### config.mk
export PLATFORM = sky130hd
export DESIGN_NAME = t01_ai_mmu_param_flat
export DESIGN_NICKNAME = d
export VERILOG_FILES = /design/src/rtl/t01_ai_mmu_pkg.sv /design/src/rtl/t01_ai_mmu_if.sv /design/src/rtl/t01_ai_mac.sv /design/src/rtl/t01_ai_mmu_param.sv /design/src/flat_wrapper.sv
export SDC_FILE = /design/constraint.sdc
export NUM_CORES = 1
export LEC_CHECK = 0
export ABC_CLOCK_PERIOD_IN_PS = 16300
export CAP_MARGIN = 25
export CORE_UTILIZATION = 60
export CTS_CLUSTER_DIAMETER = 30
export DETAILED_ROUTE_END_ITERATION = 8
export PLACE_DENSITY_LB_ADDON = 0.08
export RECOVER_POWER = 100
export SETUP_SLACK_MARGIN = 0.02
export SLEW_MARGIN = 10
export SYNTH_ARGS = -nofsm -noshare
export SYNTH_HDL_FRONTEND = slang
export SYNTH_HIERARCHICAL = 1
export SYNTH_SLANG_ARGS = --single-unit
### constraint.sdc
create_clock -name clk -period 16.3 [get_ports clk]
set_clock_uncertainty 0.15 [all_clocks]
set_input_delay 1.63 -clock clk [delete_from_list [all_inputs] [get_ports clk]]
set_output_delay 1.63 -clock clk [all_outputs]
set_load 0.02 [all_outputs]
### src/rtl/t01_ai_mmu_pkg.sv
// t01_ai_mmu_pkg: shared widths, FSM state encoding and result narrowing
// for the t01 AI matrix-vector unit.
// Optional feature macro: T01_AI_MMU_SAT_EN (saturating narrowing; wrap otherwise).
package t01_ai_mmu_pkg;

  localparam int ACT_W_D   = 8;
  localparam int W_W_D     = 8;
  localparam int ACC_W_D   = 24;
  localparam int OUT_W_D   = 18;
  localparam int MAX_IN_D  = 32;
  localparam int MAX_OUT_D = 32;
  localparam int WADDR_W_D = 12;

  typedef enum logic [2:0] {
    S_IDLE = 3'd0,
    S_LOAD = 3'd1,
    S_BIAS = 3'd2,
    S_MAC  = 3'd3,
    S_OUT  = 3'd4,
    S_DONE = 3'd5
  } state_e;

  // Narrow a sign-extended sum to ow bits; the caller keeps the low ow bits.
  function automatic logic signed [63:0] narrow(input logic signed [63:0] v, input int ow);
`ifdef T01_AI_MMU_SAT_EN
    logic signed [63:0] mx;
    logic signed [63:0] mn;
    mx = (64'sd1 <<< (ow - 1)) - 64'sd1;
    mn = -(64'sd1 <<< (ow - 1));
    if (v > mx)      return mx;
    else if (v < mn) return mn;
    else             return v;
`else
    return (v <<< (64 - ow)) >>> (64 - ow);
`endif
  endfunction

endpackage

### src/rtl/t01_ai_mmu_if.sv
// t01_ai_mmu_if: control, activation, weight-memory and result signals
// of the matrix-vector unit. slave = the unit, master = its environment.
interface t01_ai_mmu_if
  import t01_ai_mmu_pkg::*;
#(
  parameter int ACT_W   = ACT_W_D,
  parameter int W_W     = W_W_D,
  parameter int OUT_W   = OUT_W_D,
  parameter int WADDR_W = WADDR_W_D,
  parameter int NIN_W   = $clog2(MAX_IN_D + 1),
  parameter int NOUT_W  = $clog2(MAX_OUT_D + 1)
);
  logic               start;
  logic [NIN_W-1:0]   n_in;
  logic [NOUT_W-1:0]  n_out;
  logic [WADDR_W-1:0] w_base;
  logic               relu_en;
  logic               act_valid;
  logic               act_ready;
  logic [ACT_W-1:0]   act_in;
  logic [WADDR_W-1:0] w_addr;
  logic [W_W-1:0]     w_rdata;
  logic               res_valid;
  logic               res_ready;
  logic [OUT_W-1:0]   res_out;
  logic               res_last;
  logic               busy;
  logic               done;
  logic               err;

  modport master (
    output start, n_in, n_out, w_base, relu_en, act_valid, act_in, w_rdata, res_ready,
    input  act_ready, w_addr, res_valid, res_out, res_last, busy, done, err
  );

  modport slave (
    input  start, n_in, n_out, w_base, relu_en, act_valid, act_in, w_rdata, res_ready,
    output act_ready, w_addr, res_valid, res_out, res_last, busy, done, err
  );
endinterface

### src/rtl/t01_ai_mac.sv
// t01_ai_mac: signed multiply-accumulate with bias preload, ReLU and
// narrowing to the result width. Accumulator wraps modulo 2^ACC_W.
// Narrowing follows T01_AI_MMU_SAT_EN through the package narrow().
module t01_ai_mac
  import t01_ai_mmu_pkg::*;
#(
  parameter int ACT_W = ACT_W_D,
  parameter int W_W   = W_W_D,
  parameter int ACC_W = ACC_W_D,
  parameter int OUT_W = OUT_W_D
) (
  input  logic                    clk,
  input  logic                    rst,
  input  logic                    bias_ld,
  input  logic                    mac_en,
  input  logic                    relu_en,
  input  logic signed [ACT_W-1:0] act,
  input  logic signed [W_W-1:0]   wdata,
  output logic signed [OUT_W-1:0] res
);
  localparam int PW = ACT_W + W_W;

  logic signed [PW-1:0]    prod;
  logic signed [ACC_W-1:0] acc;
  logic signed [ACC_W-1:0] sum;
  logic signed [63:0]      wide;

  assign prod = PW'(act) * PW'(wdata);

  // Bias seeds the accumulator; each returned weight adds one product.
  always_ff @(posedge clk) begin
    if (rst)          acc <= '0;
    else if (bias_ld) acc <= {{(ACC_W-W_W){wdata[W_W-1]}}, wdata};
    else if (mac_en)  acc <= acc + {{(ACC_W-PW){prod[PW-1]}}, prod};
  end

  assign sum  = (relu_en && acc[ACC_W-1]) ? '0 : acc;
  assign wide = {{(64-ACC_W){sum[ACC_W-1]}}, sum};
  assign res  = OUT_W'(narrow(wide, OUT_W));
endmodule

### src/rtl/t01_ai_mmu_param.sv
// t01_ai_mmu_param: layer matrix-vector unit. Buffers n_in activations,
// then per neuron streams bias + n_in weights from a 1-cycle-latency
// weight memory, accumulates, applies ReLU/narrowing and hands out results.
// Optional feature macro: T01_AI_MMU_SAT_EN (saturating result narrowing).
module t01_ai_mmu_param
  import t01_ai_mmu_pkg::*;
#(
  parameter int ACT_W   = ACT_W_D,
  parameter int W_W     = W_W_D,
  parameter int ACC_W   = ACC_W_D,
  parameter int OUT_W   = OUT_W_D,
  parameter int MAX_IN  = MAX_IN_D,
  parameter int MAX_OUT = MAX_OUT_D,
  parameter int WADDR_W = WADDR_W_D
) (
  input logic          clk,
  input logic          rst,
  t01_ai_mmu_if.slave  bus
);
  localparam int NIN_W  = $clog2(MAX_IN + 1);
  localparam int NOUT_W = $clog2(MAX_OUT + 1);
  localparam int IDX_W  = $clog2(MAX_IN);

  localparam logic [2:0] IDLE = S_IDLE;
  localparam logic [2:0] LOAD = S_LOAD;
  localparam logic [2:0] BIAS = S_BIAS;
  localparam logic [2:0] MAC  = S_MAC;
  localparam logic [2:0] OUT  = S_OUT;
  localparam logic [2:0] DONE = S_DONE;

  logic [2:0]              state;
  logic [NIN_W-1:0]        n_in_q, cnt;
  logic [NOUT_W-1:0]       n_out_q, nrn;
  logic [WADDR_W-1:0]      base_q, addr_cnt;
  logic                    relu_q, err_q;
  logic signed [ACT_W-1:0] act_buf [MAX_IN];
  logic signed [ACT_W-1:0] mac_act;
  logic signed [OUT_W-1:0] mac_res;
  logic                    cfg_ok, last_in, last_nrn;

  assign cfg_ok   = (bus.n_in  != '0) && (bus.n_in  <= NIN_W'(MAX_IN)) &&
                    (bus.n_out != '0) && (bus.n_out <= NOUT_W'(MAX_OUT));
  assign last_in  = (cnt == n_in_q - 1'b1);
  assign last_nrn = (nrn == n_out_q - 1'b1);

  // Control FSM: cnt indexes activations in LOAD and the MAC step in MAC;
  // addr_cnt runs across all rows so w_addr needs no multiply.
  always_ff @(posedge clk) begin
    if (rst) begin
      state    <= IDLE;
      cnt      <= '0;
      nrn      <= '0;
      addr_cnt <= '0;
      n_in_q   <= '0;
      n_out_q  <= '0;
      base_q   <= '0;
      relu_q   <= 1'b0;
      err_q    <= 1'b0;
    end else begin
      err_q <= bus.start && ((state != IDLE) || !cfg_ok);
      case (state)
        IDLE: if (bus.start && cfg_ok) begin
          state    <= LOAD;
          n_in_q   <= bus.n_in;
          n_out_q  <= bus.n_out;
          base_q   <= bus.w_base;
          relu_q   <= bus.relu_en;
          cnt      <= '0;
          nrn      <= '0;
          addr_cnt <= '0;
        end
        LOAD: if (bus.act_valid) begin
          if (last_in) begin
            state <= BIAS;
            cnt   <= '0;
          end else begin
            cnt <= cnt + 1'b1;
          end
        end
        BIAS: begin
          addr_cnt <= addr_cnt + 1'b1;
          state    <= MAC;
        end
        MAC: begin
          // cnt == n_in is the drain step: no address issued
          if (cnt == n_in_q) begin
            state <= OUT;
          end else begin
            cnt      <= cnt + 1'b1;
            addr_cnt <= addr_cnt + 1'b1;
          end
        end
        OUT: if (bus.res_ready) begin
          if (last_nrn) begin
            state <= DONE;
          end else begin
            state <= BIAS;
            nrn   <= nrn + 1'b1;
            cnt   <= '0;
          end
        end
        DONE:    state <= IDLE;
        default: state <= IDLE;
      endcase
    end
  end

  // Activation buffer; deliberately not cleared by reset.
  always_ff @(posedge clk) begin
    if (state == LOAD && bus.act_valid) act_buf[cnt[IDX_W-1:0]] <= bus.act_in;
  end

  // Data returned at MAC step cnt belongs to the address issued at cnt-1.
  assign mac_act = act_buf[IDX_W'(cnt - 1'b1)];

  t01_ai_mac #(
    .ACT_W (ACT_W),
    .W_W   (W_W),
    .ACC_W (ACC_W),
    .OUT_W (OUT_W)
  ) u_mac (
    .clk     (clk),
    .rst     (rst),
    .bias_ld (state == MAC && cnt == '0),
    .mac_en  (state == MAC && cnt != '0),
    .relu_en (relu_q),
    .act     (mac_act),
    .wdata   (bus.w_rdata),
    .res     (mac_res)
  );

  assign bus.act_ready = (state == LOAD);
  assign bus.w_addr    = base_q + addr_cnt;
  assign bus.res_valid = (state == OUT);
  assign bus.res_out   = bus.res_valid ? mac_res : '0;
  assign bus.res_last  = bus.res_valid && last_nrn;
  assign bus.busy      = (state != IDLE);
  assign bus.done      = (state == DONE);
  assign bus.err       = err_q;
endmodule
### src/flat_wrapper.sv
// flat-port wrapper written by rule: the top's interface ports become plain ports
module t01_ai_mmu_param_flat import t01_ai_mmu_pkg::*;
#(
  parameter int ACT_W   = ACT_W_D,
  parameter int W_W     = W_W_D,
  parameter int ACC_W   = ACC_W_D,
  parameter int OUT_W   = OUT_W_D,
  parameter int MAX_IN  = MAX_IN_D,
  parameter int MAX_OUT = MAX_OUT_D,
  parameter int WADDR_W = WADDR_W_D
)
  (clk, rst, bus_start, bus_n_in, bus_n_out, bus_w_base, bus_relu_en, bus_act_valid, bus_act_in, bus_w_rdata, bus_res_ready, bus_act_ready, bus_w_addr, bus_res_valid, bus_res_out, bus_res_last, bus_busy, bus_done, bus_err);
  t01_ai_mmu_if #(.ACT_W(ACT_W), .W_W(W_W), .OUT_W(OUT_W), .WADDR_W(WADDR_W)) bus_i ();
  input logic clk;
  input logic rst;
  input wire logic [$bits(bus_i.start)-1:0] bus_start;
  input wire logic [$bits(bus_i.n_in)-1:0] bus_n_in;
  input wire logic [$bits(bus_i.n_out)-1:0] bus_n_out;
  input wire logic [$bits(bus_i.w_base)-1:0] bus_w_base;
  input wire logic [$bits(bus_i.relu_en)-1:0] bus_relu_en;
  input wire logic [$bits(bus_i.act_valid)-1:0] bus_act_valid;
  input wire logic [$bits(bus_i.act_in)-1:0] bus_act_in;
  input wire logic [$bits(bus_i.w_rdata)-1:0] bus_w_rdata;
  input wire logic [$bits(bus_i.res_ready)-1:0] bus_res_ready;
  output wire logic [$bits(bus_i.act_ready)-1:0] bus_act_ready;
  output wire logic [$bits(bus_i.w_addr)-1:0] bus_w_addr;
  output wire logic [$bits(bus_i.res_valid)-1:0] bus_res_valid;
  output wire logic [$bits(bus_i.res_out)-1:0] bus_res_out;
  output wire logic [$bits(bus_i.res_last)-1:0] bus_res_last;
  output wire logic [$bits(bus_i.busy)-1:0] bus_busy;
  output wire logic [$bits(bus_i.done)-1:0] bus_done;
  output wire logic [$bits(bus_i.err)-1:0] bus_err;
  assign bus_i.start = bus_start;
  assign bus_i.n_in = bus_n_in;
  assign bus_i.n_out = bus_n_out;
  assign bus_i.w_base = bus_w_base;
  assign bus_i.relu_en = bus_relu_en;
  assign bus_i.act_valid = bus_act_valid;
  assign bus_i.act_in = bus_act_in;
  assign bus_i.w_rdata = bus_w_rdata;
  assign bus_i.res_ready = bus_res_ready;
  assign bus_act_ready = bus_i.act_ready;
  assign bus_w_addr = bus_i.w_addr;
  assign bus_res_valid = bus_i.res_valid;
  assign bus_res_out = bus_i.res_out;
  assign bus_res_last = bus_i.res_last;
  assign bus_busy = bus_i.busy;
  assign bus_done = bus_i.done;
  assign bus_err = bus_i.err;
  t01_ai_mmu_param #(.ACT_W(ACT_W), .W_W(W_W), .ACC_W(ACC_W), .OUT_W(OUT_W), .MAX_IN(MAX_IN), .MAX_OUT(MAX_OUT), .WADDR_W(WADDR_W)) u_core (.clk(clk), .rst(rst), .bus(bus_i));
endmodule
# --- Word level (Yosys, flattened, before mapping) ---
# Memory sizes are Yosys's and may differ from the RTL's.
# Cells that the tools add are included.
totals:
  mem_bits_rw: 256
  reg_bits: 77
  elab_cells: 90
  out_inout_bits: 36
  input_bits: 46
  n_memories: 1
mem_list:
  columns: ["memory", "words", "width", "rd", "rd_ports_with_merged_regs", "wr", "line_no", "text"]
  rows:
  - ["u_core.act_buf", 32, 8, 1, 0, 1, "t01_ai_mmu_param.sv:36", "logic signed [ACT_W-1:0] act_buf [MAX_IN];"]
op_classes:
  magnitude_cmp: 2
  multipliers: 1
  muxes: 26
  n_reduce_logical: 27
  eq_ne: 15
  addsub: 8
ops:
  columns: ["operator", "n"]
  rows:
  - ["24-bit two-way mux", 2]
  - ["6-bit two-way mux", 8]
  - ["18-bit two-way mux", 2]
  - ["12-bit one-hot mux with 3 select lines", 1]
  - ["24-bit adder", 1]
  - ["12-bit two-way mux", 2]
  - ["6-bit one-hot mux with 4 select lines", 1]
  - ["6-bit == test", 3]
  - ["3-bit two-way mux", 6]
  - ["6-bit nonzero test", 3]
  - ["8-bit by 8-bit multiplier with 16-bit output", 1]
  - ["3-bit one-hot mux with 5 select lines", 1]
  - ["12-bit by 1-bit adder with 12-bit output, second input constant", 1]
  - ["12-bit adder", 1]
  - ["6-bit by 1-bit adder with 6-bit output, second input constant", 2]
  - ["6-bit <= comparator, second input constant", 2]
  - ["6-bit one-hot mux with 2 select lines", 1]
  - ["6-bit by 1-bit subtractor with 6-bit output, second input constant", 2]
  - ["1-bit logical AND", 10]
  - ["2-bit inequality test, second input constant", 4]
  - ["3-bit by 2-bit == test with 1-bit output, second input constant", 2]
  - ["3-bit == test, second input constant", 2]
  - ["6-bit logical NOT", 1]
  - ["2-bit by 1-bit inequality test with 1-bit output, second input constant", 3]
  - ["other kinds (14)", 17]

# --- Logic depth before layout (Yosys ltp) ---
logic_depth:
  word_depth: 7
  depth_mapped: 38
  ltp_nobuf: 34

# --- Modules after synthesis ---
# The synthesis kept the hierarchy.
modules_own_cells:
  columns: ["module", "area_each_um2", "seq_area_each_um2", "n_inst", "cells_each"]
  rows:
  - ["t01_ai_mmu_param", 13564.3, 8748.4, 1, 897]
  - ["t01_ai_mac", 4608.2, 480.5, 1, 559]

# --- Worst setup path before layout ---
# No wires, ideal clock.
synth_timing:
  kind: "register to register"
  start: "register u_core.cnt[0]"
  end: "register u_core.u_mac.acc[18]"
  setup_time_ns: 0.115
  period_less_slack_ns: 8.936
  n_path_buf: 3
  slack_ns: 7.364
  t_required_ns: 16.035
  arrival_time_ns: 8.671
  stages_incl_launch_ff: 34
  cell_sequence: "dfxtp_1 > buf_2 > buf_2 > inv_1 > ha_1 > xnor2_1 > buf_4 > mux4_2 > mux2_2 > and2_1 > fa_1 > inv_1 > fa_1 > inv_1 > fa_1 > inv_1 > fa_1 > inv_1 > ha_1 > and3_1 > a21oi_1 > o21ai_0 > o41ai_1 > xnor2_1 > ha_1 > a21oi_1 > a21boi_0 > a32o_1 > a21oi_1 > a21o_1 > a21oi_1 > xor2_1 > a21oi_1 > o21a_1"
synth_between:
  elab_chain_cells: 6
  word_cells_on_any_way: 11
  classes_between: "add/sub (2); mul (1); mux (2); reduce/logical (5); memory (1)"
synth_rtl:
  columns: ["item", "line_no", "text"]
  rows:
  - ["from (decl)", "t01_ai_mmu_param.sv:32", "logic [NIN_W-1:0] n_in_q, cnt;"]
  - ["from (signal assigned)", "t01_ai_mmu_param.sv:77", "cnt <= cnt + 1'b1;"]
  - ["from (signal assigned)", "t01_ai_mmu_param.sv:89", "cnt <= cnt + 1'b1;"]
  - ["5-bit by 1-bit subtractor with 5-bit output", "t01_ai_mmu_param.sv:114", "assign mac_act = act_buf[IDX_W'(cnt - 1'b1)];"]
  - ["memory 32 x 8 bit", null, null]
  - ["via u_core.mac_act[7]", "t01_ai_mmu_param.sv:37", "logic signed [ACT_W-1:0] mac_act;"]
  - ["8-bit by 8-bit multiplier with 16-bit output", "t01_ai_mac.sv:28", "assign prod = PW'(act) * PW'(wdata);"]
  - ["24-bit adder", "t01_ai_mac.sv:34", "else if (mac_en) acc <= acc + {{(ACC_W-PW){prod[PW-1]}}, prod};"]
  - ["24-bit two-way mux", "t01_ai_mac.sv:34", null]
  - ["24-bit two-way mux", "t01_ai_mac.sv:33", "else if (bias_ld) acc <= {{(ACC_W-W_W){wdata[W_W-1]}}, wdata};"]
  - ["to (signal assigned)", "t01_ai_mac.sv:33", null]
  - ["to (signal assigned)", "t01_ai_mac.sv:34", null]
  - ["to (decl)", "t01_ai_mac.sv:24", "logic signed [ACC_W-1:0] acc;"]
# The timed path passes the listed nets, and every way through them passes these cells. The select of a mux whose other input is x is not followed.
# A chain may end at the register's enable or synchronous reset.

# --- Final worst setup path ---
layout_timing:
  start: "register u_core.cnt[0]"
  end: "register u_core.u_mac.acc[22]"
# Same word-level chain as after synthesis.

==> results.tsv <==
metric	value	unit
outcome	finished with violations	
violated checks	capacitance limit, slew limit	
signal arrival time at the worst endpoint	12740	ps
Worst R2R Start	u_core/cnt[0]	
synth warn	6	
crit path kind	reg -> reg	
largest net degree at the start of global routing	66	
Adder-Cell Fraction of Synth Area	0.112	
Syn-to-layout area delta	18.2	%
CP max FO	65	
Primary FF master, synth	edfxtp_1	
Post-synth top cells	edfxtp_1, nand2_1, inv_1	
Cell variety after synth	79	
die height	176	um
I/O Pins	82	
Placer Congestion	0.849	
CTS Hold Bufs	0	
hold crit path type	reg -> reg	
Gate Count Post-Synth	1456	
#FFs+latches synth	333	
complex-gate fraction of the synthesized area	0.0865	
Final ANT Viol Nets	0	
via count	12143	
TritonCTS clock tree	yes	
minimum clock period	12450	ps
# rows	63	
simple-gate area share of the yosys netlist	0.113	
max-cap viol count	2	
Gates resized, CTS repair	0	
port buffer count	81	
Max Slew Vio Count	80	
via density per instance	6.02	
CTS root buffer	clkbuf_16	
post-synth top area cell	edfxtp_1	
worst-margin pin slew	4090	ps
M1 GR Usage	0.367	
Most Crowded Layer GR	met2	
Initial Util	0.612	
RSZ-0062 raised after global routing	no	
met3 Resource Use GR	0.0480	
Reg2Reg Depth	32	
post-synth top area share	0.423	
GRT overflow	0	
main combinational cell family by area after synthesis	simple AND/OR/NAND/NOR gates	
CP max-delay cell	clkbuf_1	
EDFF count, synth	256	
routed wire length	43500	um
Inst Count DP	1888	
final hold vios	0	
Critical Path Source	u_core/cnt[0]	
hold path depth	2	
DIE AREA	31000	um2
drt first-iter violations	1144	
sequential fraction of the synthesis area	0.508	
drt drc	0	
most frequent cell after synthesis	edfxtp_1	
Setup-failing EPs final	0	
initial antenna violation count	1	
max incr delay on CP	2860	ps
final net count	1753	
setup TNS	0	ps
worst-skew pair later-pin latency	610	ps
number of diodes	0	
TritonRoute pass-1 iters	7	
core region area	29700	um2
Max clock buf depth	3	
clk sink count	333	
GRT Util Overall	0.286	
vias in the first global route	12234	
maximum clock rate	0.0803	GHz
die width	176	um
Critical Path Source Type	flop	
CTS H-Tree Depth	2	
Final Non-Filler Cells	2016	
multiplexer area fraction after synthesis	0.110	
hold wc startpoint	u_core/base_q[10]	
asr flop ratio synth	0	
clock slew at reported path FFs	50	ps
Tcrit/Tclk final	0.764	
CP dominant cell by count	inv_1	
mean post-synth cell area	12.5	um2
global-route wire length before repair	67000	um
WL/cell	21.6	um
Setup Buffers After CTS	0	
Mapped Area	18200	um2
Detailed Place HPWL	27600	um
CP required	16590	ps
CTS buffer count	59	
synth top area cells	edfxtp_1, mux4_2, dfxtp_1	
Critical Path End Type	flop	
Synth Area in XOR/XNOR	0.0308	
Slew HR	-1.72	
share of layout cells above drive strength 1	0.135	
Mapped Nets	1631	
met2 global-route usage	0.488	
[per-layer routing]
metal	share of wire	vias to the layer above	wire length (um)
met1	0.41	5967	17800
met2	0.50	475	21800
met5	0	-	0
met3	0.061	89	2650
li1	-	5612	-
met4	0.028	0	1240
[cell usage in the layout, fill, tap and decap left out, types with 13 or more instances in the layout]
master / n
a21oi_1: 103
and2_1: 64
and3_1: 29
clkbuf_1: 27
clkbuf_16: 59
clkdlybuf4s50_1: 34
dfxtp_1: 76
dlygate4sd3_1: 46
edfxtp_1: 256
fa_1: 57
ha_1: 71
inv_1: 123
mux4_2: 80
nand2_1: 125
nand3_1: 25
nor2_1: 84
nor3_1: 18
o21ai_0: 36
or3_1: 13
xnor2_1: 46
xor2_1: 17
[path summary, 6_finish.rpt]
| kind | to | slack [ps] |
|---|---|---|
| max | u_core/u_mac/acc[22] | 3850 |
| min | u_core/base_q[10] | 310 |
| max reg2reg | u_core/u_mac/acc[22] | 3850 |
| min reg2reg | u_core/base_q[10] | 310 |
[sequential cells by signal, indices dropped and copies added (netlist names)]
name	cells
u_core/act_buf	256
u_core/u_mac/acc	24
u_core/addr_cnt	12
u_core/base_q	12
u_core/cnt	6
u_core/n_in_q	6
u_core/n_out_q	6
u_core/nrn	6
u_core/state	3
u_core/bus.err	1
u_core/relu_q	1
[final cells by class]
cell class,instances,area [um2]
inverter,125,469
timing repair buffer,115,968
tap,390,488
fill,2020,8230
clock buffer,63,1500
clock inverter,46,623
sequential,333,9230
multi-input combinational,944,8200
[per-stage QoR]
step	worst slack (ps)	instance area (um2)	util	hold slack, ps
after global placement	6540	19300	0.650	301
final	3850	21500	0.723	312
after floorplan	7360	18200	-	286
after detailed placement	6300	19400	0.653	303
after global routing	3240	21500	0.723	326
after CTS	6220	21500	0.724	312
[critical path, delay by kind of cell (launching register included)]
kind | cells | cell delay [ps]
xor gates and xnor gates | 2 | 370
buffers and inverters | 7 | 3780
DFF | 1 | 760
and+or+nand+nor | 3 | 730
adders and majority gates | 7 | 3300
AOI/OAI and AO/OA | 10 | 1610
muxes | 3 | 1500
[cells by family after synthesis]
kind of cell / Yosys count
AND/OR/NAND/NOR: 410
flip-flops: 333
AO/OA/AOI/OAI: 242
buffers and inverters: 179
adder cells (fa/ha/maj): 129
multiplexers: 99
XOR/XNOR: 64
Power is left out: the tool's default activity adds up to more than one toggle a clock period on the data nets, which glitch-free logic cannot reach.
